==> config.mk <==
export PLATFORM = sky130hd
export DESIGN_NAME = mmio_key_in
export DESIGN_NICKNAME = d
export VERILOG_FILES = /design/src/rtl/mmio_key_in.sv
export SDC_FILE = /design/constraint.sdc
export NUM_CORES = 1
export LEC_CHECK = 0
export ABC_AREA = 1
export CAP_MARGIN = 20
export CORE_AREA = 3 3 71 60
export CTS_CLUSTER_SIZE = 20
export DETAILED_ROUTE_END_ITERATION = 12
export DIE_AREA = 0 0 74 63
export GPL_TIMING_DRIVEN = 1
export PLACE_DENSITY_LB_ADDON = 0.25
export SETUP_SLACK_MARGIN = 0.4
export SLEW_MARGIN = 20
export SYNTH_ARGS = -nofsm -noshare
export SYNTH_HDL_FRONTEND = slang
export SYNTH_SLANG_ARGS = --single-unit
==> constraint.sdc <==
create_clock -name sys_clk -period 1.74 [get_ports sys_clk]
set_input_delay 0.522 -clock sys_clk [delete_from_list [all_inputs] [get_ports sys_clk]]
set_output_delay 0.522 -clock sys_clk [all_outputs]
set_load 0.05 [all_outputs]
==> src/rtl/mmio_key_in.sv <==
// mmio_key_in: debounced memory-mapped push-button port with sticky press flags on the data bus.
// Define MMIO_KEY_IRQ_EN to implement the MASK register and drive irq; otherwise irq is tied low.
module mmio_key_in #(
  parameter int          N_KEYS          = 2,
  parameter int          DEBOUNCE_CYCLES = 4,
  parameter logic [31:0] BASE_ADDR       = 32'd12,
  parameter bit          ACTIVE_LOW      = 1'b1
) (
  input  logic              sys_clk,
  input  logic              sys_rst_n,
  input  logic [N_KEYS-1:0] keys,
  input  logic [31:0]       d_memory_address,
  input  logic              d_memory_write,
  input  logic              d_memory_read,
  input  logic [31:0]       d_memory_write_data,
  output logic [31:0]       rdata,
  output logic              rdata_valid,
  output logic              irq
);

  localparam int            CW         = $clog2(DEBOUNCE_CYCLES);
  localparam logic [CW-1:0] CNT_LAST   = CW'(DEBOUNCE_CYCLES - 1);
  localparam logic [29:0]   WORD_LEVEL = BASE_ADDR[31:2];
  localparam logic [29:0]   WORD_PRESS = BASE_ADDR[31:2] + 30'd1;
  localparam logic [29:0]   WORD_MASK  = BASE_ADDR[31:2] + 30'd2;

  logic [N_KEYS-1:0] pin_pressed;
  logic [N_KEYS-1:0] sync1, sync2;
  logic [N_KEYS-1:0] stable;
  logic [N_KEYS-1:0] armed;
  logic [N_KEYS-1:0] press;
  logic [N_KEYS-1:0] mask;
  logic [N_KEYS-1:0] accept, rise, w1c;
  logic [CW-1:0]     cnt [N_KEYS];
  logic [1:0]        warm;
  logic              hit_level, hit_press, hit_mask, hit_any;
  logic [31:0]       read_word;
  logic              unused_bits;

  assign pin_pressed = ACTIVE_LOW ? ~keys : keys;

  assign hit_level = (d_memory_address[31:2] == WORD_LEVEL);
  assign hit_press = (d_memory_address[31:2] == WORD_PRESS);
  assign hit_mask  = (d_memory_address[31:2] == WORD_MASK);
  assign hit_any   = hit_level | hit_press | hit_mask;

  always_comb begin
    for (int i = 0; i < N_KEYS; i++) begin
      accept[i] = (sync2[i] != stable[i]) && (cnt[i] == CNT_LAST);
    end
  end

  // A key only produces press events once it has been seen released after reset,
  // so a button held through reset release does not fire a spurious press.
  assign rise = accept & sync2 & armed;
  assign w1c  = (d_memory_write && hit_press) ? d_memory_write_data[N_KEYS-1:0] : '0;

  // NOTE: every flop below uses <= so all state advances from the same pre-edge values.
  always_ff @(posedge sys_clk or negedge sys_rst_n) begin
    if (!sys_rst_n) begin
      sync1  <= '0;
      sync2  <= '0;
      stable <= '0;
      armed  <= '0;
      warm   <= '0;
      // NOTE: the counter array is a handful of flops, not a RAM, so it is reset with the rest.
      for (int i = 0; i < N_KEYS; i++) cnt[i] <= '0;
    end else begin
      sync1 <= pin_pressed;
      sync2 <= sync1;
      warm  <= {warm[0], 1'b1};
      for (int i = 0; i < N_KEYS; i++) begin
        if (sync2[i] == stable[i]) begin
          cnt[i] <= '0;
        end else if (accept[i]) begin
          stable[i] <= sync2[i];
          cnt[i]    <= '0;
        end else begin
          cnt[i] <= cnt[i] + CW'(1);
        end
        if (warm[1] && !sync2[i] && !stable[i]) armed[i] <= 1'b1;
      end
    end
  end

  // Set has priority over a same-cycle write-1-to-clear.
  always_ff @(posedge sys_clk or negedge sys_rst_n) begin
    if (!sys_rst_n) press <= '0;
    else            press <= (press & ~w1c) | rise;
  end

`ifdef MMIO_KEY_IRQ_EN
  always_ff @(posedge sys_clk or negedge sys_rst_n) begin
    if (!sys_rst_n) begin
      mask <= '0;
      irq  <= 1'b0;
    end else begin
      if (d_memory_write && hit_mask) mask <= d_memory_write_data[N_KEYS-1:0];
      irq <= |(press & mask);
    end
  end
`else
  assign mask = '0;
  assign irq  = 1'b0;
`endif

  // NOTE: read_word gets a default before the decode so no path leaves it unassigned (no latch).
  always_comb begin
    read_word = '0;
    if (hit_level)      read_word[N_KEYS-1:0] = stable;
    else if (hit_press) read_word[N_KEYS-1:0] = press;
    else if (hit_mask)  read_word[N_KEYS-1:0] = mask;
  end

  always_ff @(posedge sys_clk or negedge sys_rst_n) begin
    if (!sys_rst_n) begin
      rdata       <= '0;
      rdata_valid <= 1'b0;
    end else begin
      rdata_valid <= d_memory_read && hit_any;
      rdata       <= (d_memory_read && hit_any) ? read_word : '0;
    end
  end

  assign unused_bits = ^{d_memory_address[1:0], d_memory_write_data};

endmodule
# == After elaboration in Yosys (flattened, before gate mapping) ==
# Cells that the tools add are included.
# word_totals
word_cells,55
ff_bits,19
in_bits,70
# op_classes
n_mux,8
n_bitwise,10
n_reduce_logical,14
eq_ne,9
addsub,2
# op_table
cell,count
== test 30 x 3 -> 1 bit (second input constant),2
== test 30 x 2 -> 1 bit (second input constant),1
two-way mux 2 bit,8
logical AND 1 bit,8
AND 2 bit,3
adder 2 x 1 -> 2 bit (second input constant),2
== test 2 bit (second input constant),2
logical NOT 1 bit,4
inverter 2 bit,2
AND reduction 2 bit,2
== test 1 bit,2
inequality test 1 bit,2
inverter 1 bit,2
OR 1 bit,2
OR 2 bit,1

# == Logic depth before layout (Yosys ltp) ==
# logic_depth
depth_word,6
ltp_mapped,11

# == Worst setup path before layout ==
# Ideal clock, no wire load.
# synth_path
path_type,input port to flip-flop
start,input d_memory_address[26]
end,register press[0]
required_time_ns,1.623
t_arrival_ns,1.197
stages,10
setup_slack_ns,0.426
path_cell_list,inv_1 -> nand2_1 -> nor2_1 -> nand2_1 -> nor2_4 -> nand2_1 -> nor2_2 -> nand2_1 -> nand2_1 -> nand2_1
# synth_between
elab_chain_cells,6
# synth_rtl
element,line,source
start: declaration,12,"input logic [31:0] d_memory_address,"
== test 30 x 3 -> 1 bit,43,assign hit_press = (d_memory_address[31:2] == WORD_PRESS);
logical AND 1 bit,56,assign w1c = (d_memory_write && hit_press) ? d_memory_write_data[N_KEYS-1:0] : '0;
two-way mux 2 bit,56,
inverter 2 bit,89,else press <= (press & ~w1c) | rise;
AND 2 bit,89,
OR 2 bit,89,
end signal: assignment,89,
end: declaration,31,logic [N_KEYS-1:0] press;
# Every way passes these cells.
# A chain may end at the register's enable or synchronous reset.

# == Worst setup path in the final report ==
# layout_path
start,register rdata[1]
end,output rdata[1]
# layout_rtl
element,line,source
start: declaration,16,"output logic [31:0] rdata,"
start signal: assignment,121,rdata <= (d_memory_read && hit_any) ? read_word : '0;
# No word-level cell between the ends.

==> impl_metrics.env <==
export IMPL_status="finished clean"
export IMPL_ios=104
export IMPL_num_vias=922
export IMPL_h_tree_depth=1
export IMPL_layout_setup_ws_ns=0.4165
export IMPL_switching_power_w=0.0004248
export IMPL_drt_first_pass_iters=4
export IMPL_num_rows=20
export IMPL_yosys_warnings=0
export IMPL_final_common_cell="conb_1"
export IMPL_critPathBufInv=1
export IMPL_setup_viol=0
export IMPL_grt_total_usage_pct=8.919
export IMPL_clkPwrFrac_pct=24.0
export IMPL_clkTransAtPathRegs_ns=0.06
export IMPL_grt_antenna_before_repair=0
export IMPL_ant_nets=0
export IMPL_start_util_pct=32.59
export IMPL_combPwrFrac_pct=30.5
export IMPL_place_ws_ns=-0.1593
export IMPL_io_buffers=40
export IMPL_grt_overflow=0
export IMPL_first_global_vias=810
export IMPL_place_inst=241
export IMPL_drc=0
export IMPL_root_buffer="clkbuf_8"
export IMPL_nets=277
export IMPL_cts_sinks=19
export IMPL_grt_max_degree=20
export IMPL_clock_skew_ns=0.001243
export IMPL_netlist_instances=156
export IMPL_ir_drop_uv=621.5
export IMPL_avgSynthCellArea_um2=7.684
export IMPL_yosysUniqueCellTypes=20
export IMPL_cp_cell_sequence="buf_12"
export IMPL_p_sw_share_pct=35.23
export IMPL_rsz0062_at_grt="yes"
export IMPL_drt_initial_drc_count=10
export IMPL_fin_crit_ns=1.324
export IMPL_die_width_um=74
export IMPL_diodes=0
export IMPL_final_hold_viol_count=0
export IMPL_maxCapViolations=0
export IMPL_final_cell_mix="conb_1 (32), inv_1 (25), nand2_1 (25), clkbuf_2 (23), dfrtp_1 (19)"
export IMPL_dpl_hpwl_mm=1.750
export IMPL_worstPathMaxFanout=1
export IMPL_p_int_w=0.0007808
export IMPL_clock_fmax_mhz=755.6
export IMPL_worstPathRequired_ns=1.22
export IMPL_crit_family="flip-flops"
export IMPL_wirelength_mm=2.074
export IMPL_die_area_um2=4662
export IMPL_maxSlewViolCount=0
export IMPL_timing_final_crit_share_pct=76.06
export IMPL_grt_pass1_wl_mm=3.236
export IMPL_powerDensity_nw_per_um2=782.8
export IMPL_post_drt_wl_per_cell_um=8.363
export IMPL_hold_ws_ns=0.3470
export IMPL_finalWeightedCongestion=0.7256
export IMPL_clkLatencyLatePin_ns=0.25
export IMPL_ys_seq_area_share_pct=39.67
export IMPL_dieHeight_um=63
export IMPL_ys_seq_elements=19
export IMPL_slowest_stage="dfrtp_1"
export IMPL_leakage_nw=0.8707
export IMPL_timing_worst_setup_path_type="register to output port"
export IMPL_tritoncts="yes"
export IMPL_via_per_inst=3.718
export IMPL_drive_gt1_share_pct=32.84
export IMPL_slowest_delay_ns=0.40
export IMPL_syn2layout_area_growth_pct=28.50
export IMPL_coreArea_um2=3679
export IMPL_cts_buffer_depth=2
export IMPL_numCtsBuffers=3
export IMPL_endpoint_kind="output port"
export IMPL_final_cell_count_no_fill=248
export IMPL_syn_area_um2=1199
export IMPL_startpoint_type="register"
export IMPL_hp_class="register to register"
export IMPL_pwr_share_seq_pct=45.5
export IMPL_arrival_ns=0.80
## synth_stat cells (all sizes together)
cell    count  area share [%]
o21ai       2            0.84
nand4       2             1.0
ha          2             2.1
nand2      38              13
buf        31              19
and2        1            0.52
xnor2       2             1.5
conb        2            0.63
nor3b       1            0.63
dfrtp      19              40
inv        30             9.4
a21oi       1            0.42
nor2       19             7.8
o21bai      2             1.3
nand3       2            0.84
nor3        2            0.84
## area by class of cell
type / count / area, um2
multi-input combinational: 106 / 530.5
fill: 390 / 2138
timing repair buffer: 45 / 321.6
clock buffer: 4 / 45.04
sequential: 19 / 475.5
inverter: 30 / 112.6
tap: 44 / 55.05
## final timing paths
check / cells after the start / end / slack, ns / startpoint
max: 1 / rdata[1] / 0.42 / rdata[1]
max reg2reg: 2 / cnt[2] / 0.85 / cnt[2]
min in group asynchronous: 2 / sync1[0] / 0.60 / sys_rst_n
min reg2reg: 0 / warm[1] / 0.35 / warm[0]
max in group asynchronous: 2 / cnt[3] / 0.95 / sys_rst_n
min: 0 / warm[1] / 0.35 / warm[0]
## metal layers
layer / wire length (um) / vias to the layer above / global-route usage (%)
li1: - / 488 / -
met1: 782 / 393 / 9.980
met2: 1039 / 37 / 14.82
met3: 236 / 4 / 4.180
met4: 16 / 0 / 2.715
met5: 0 / - / 0
## cell families after synthesis
group	synth area share, %
and+or+nand+nor	24.84
buffers and inverters	28.81
DFF	39.67
AOI/OAI and AO/OA	2.504
xor gates and xnor gates	1.462
adders and majority gates	2.087
other	0.6265
## power by group through the flow
stage	Sequential, W	Clock, W	Combinational (W)
6_report	0.000549	0.000290	0.000367
5_1_grt	0.000557	0.000326	0.000418
3_3_place_gp	0.000556	0	0.000391
4_1_cts	0.000549	0.000308	0.000378
3_5_place_dp	0.000556	0	0.000397
2_1_floorplan	0.000546	0	0.000336
## state kept, by name, indices dropped and copies added (netlist names)
signal and cells:
press 2, stable 2, cnt 4, sync2 2
rdata 2, warm 2, rdata_valid 1, armed 2
sync1 2
## stage by stage
step,utilization (%),TNS (ns),power (W),instance area (um2)
after detailed placement,42.93,-0.4909,0.0009536,1579
after CTS,43.98,0,0.001235,1618
after global routing,41.87,0,0.001302,1540
final,41.87,0,0.001206,1540
after floorplan,-,0,0.0008821,1311
after global placement,42.93,-0.4010,0.0009471,1579
## timing repair
item,in CTS,in global routing
endpoints found under the hold margin,0,0
pin swaps,30,28
hold buffers,0,0
cloned,0,0
gates resized for setup,65,41
buffers inserted,2,1
setup endpoints to repair,5,6
Note: power is estimated with default switching activity, not from simulation.
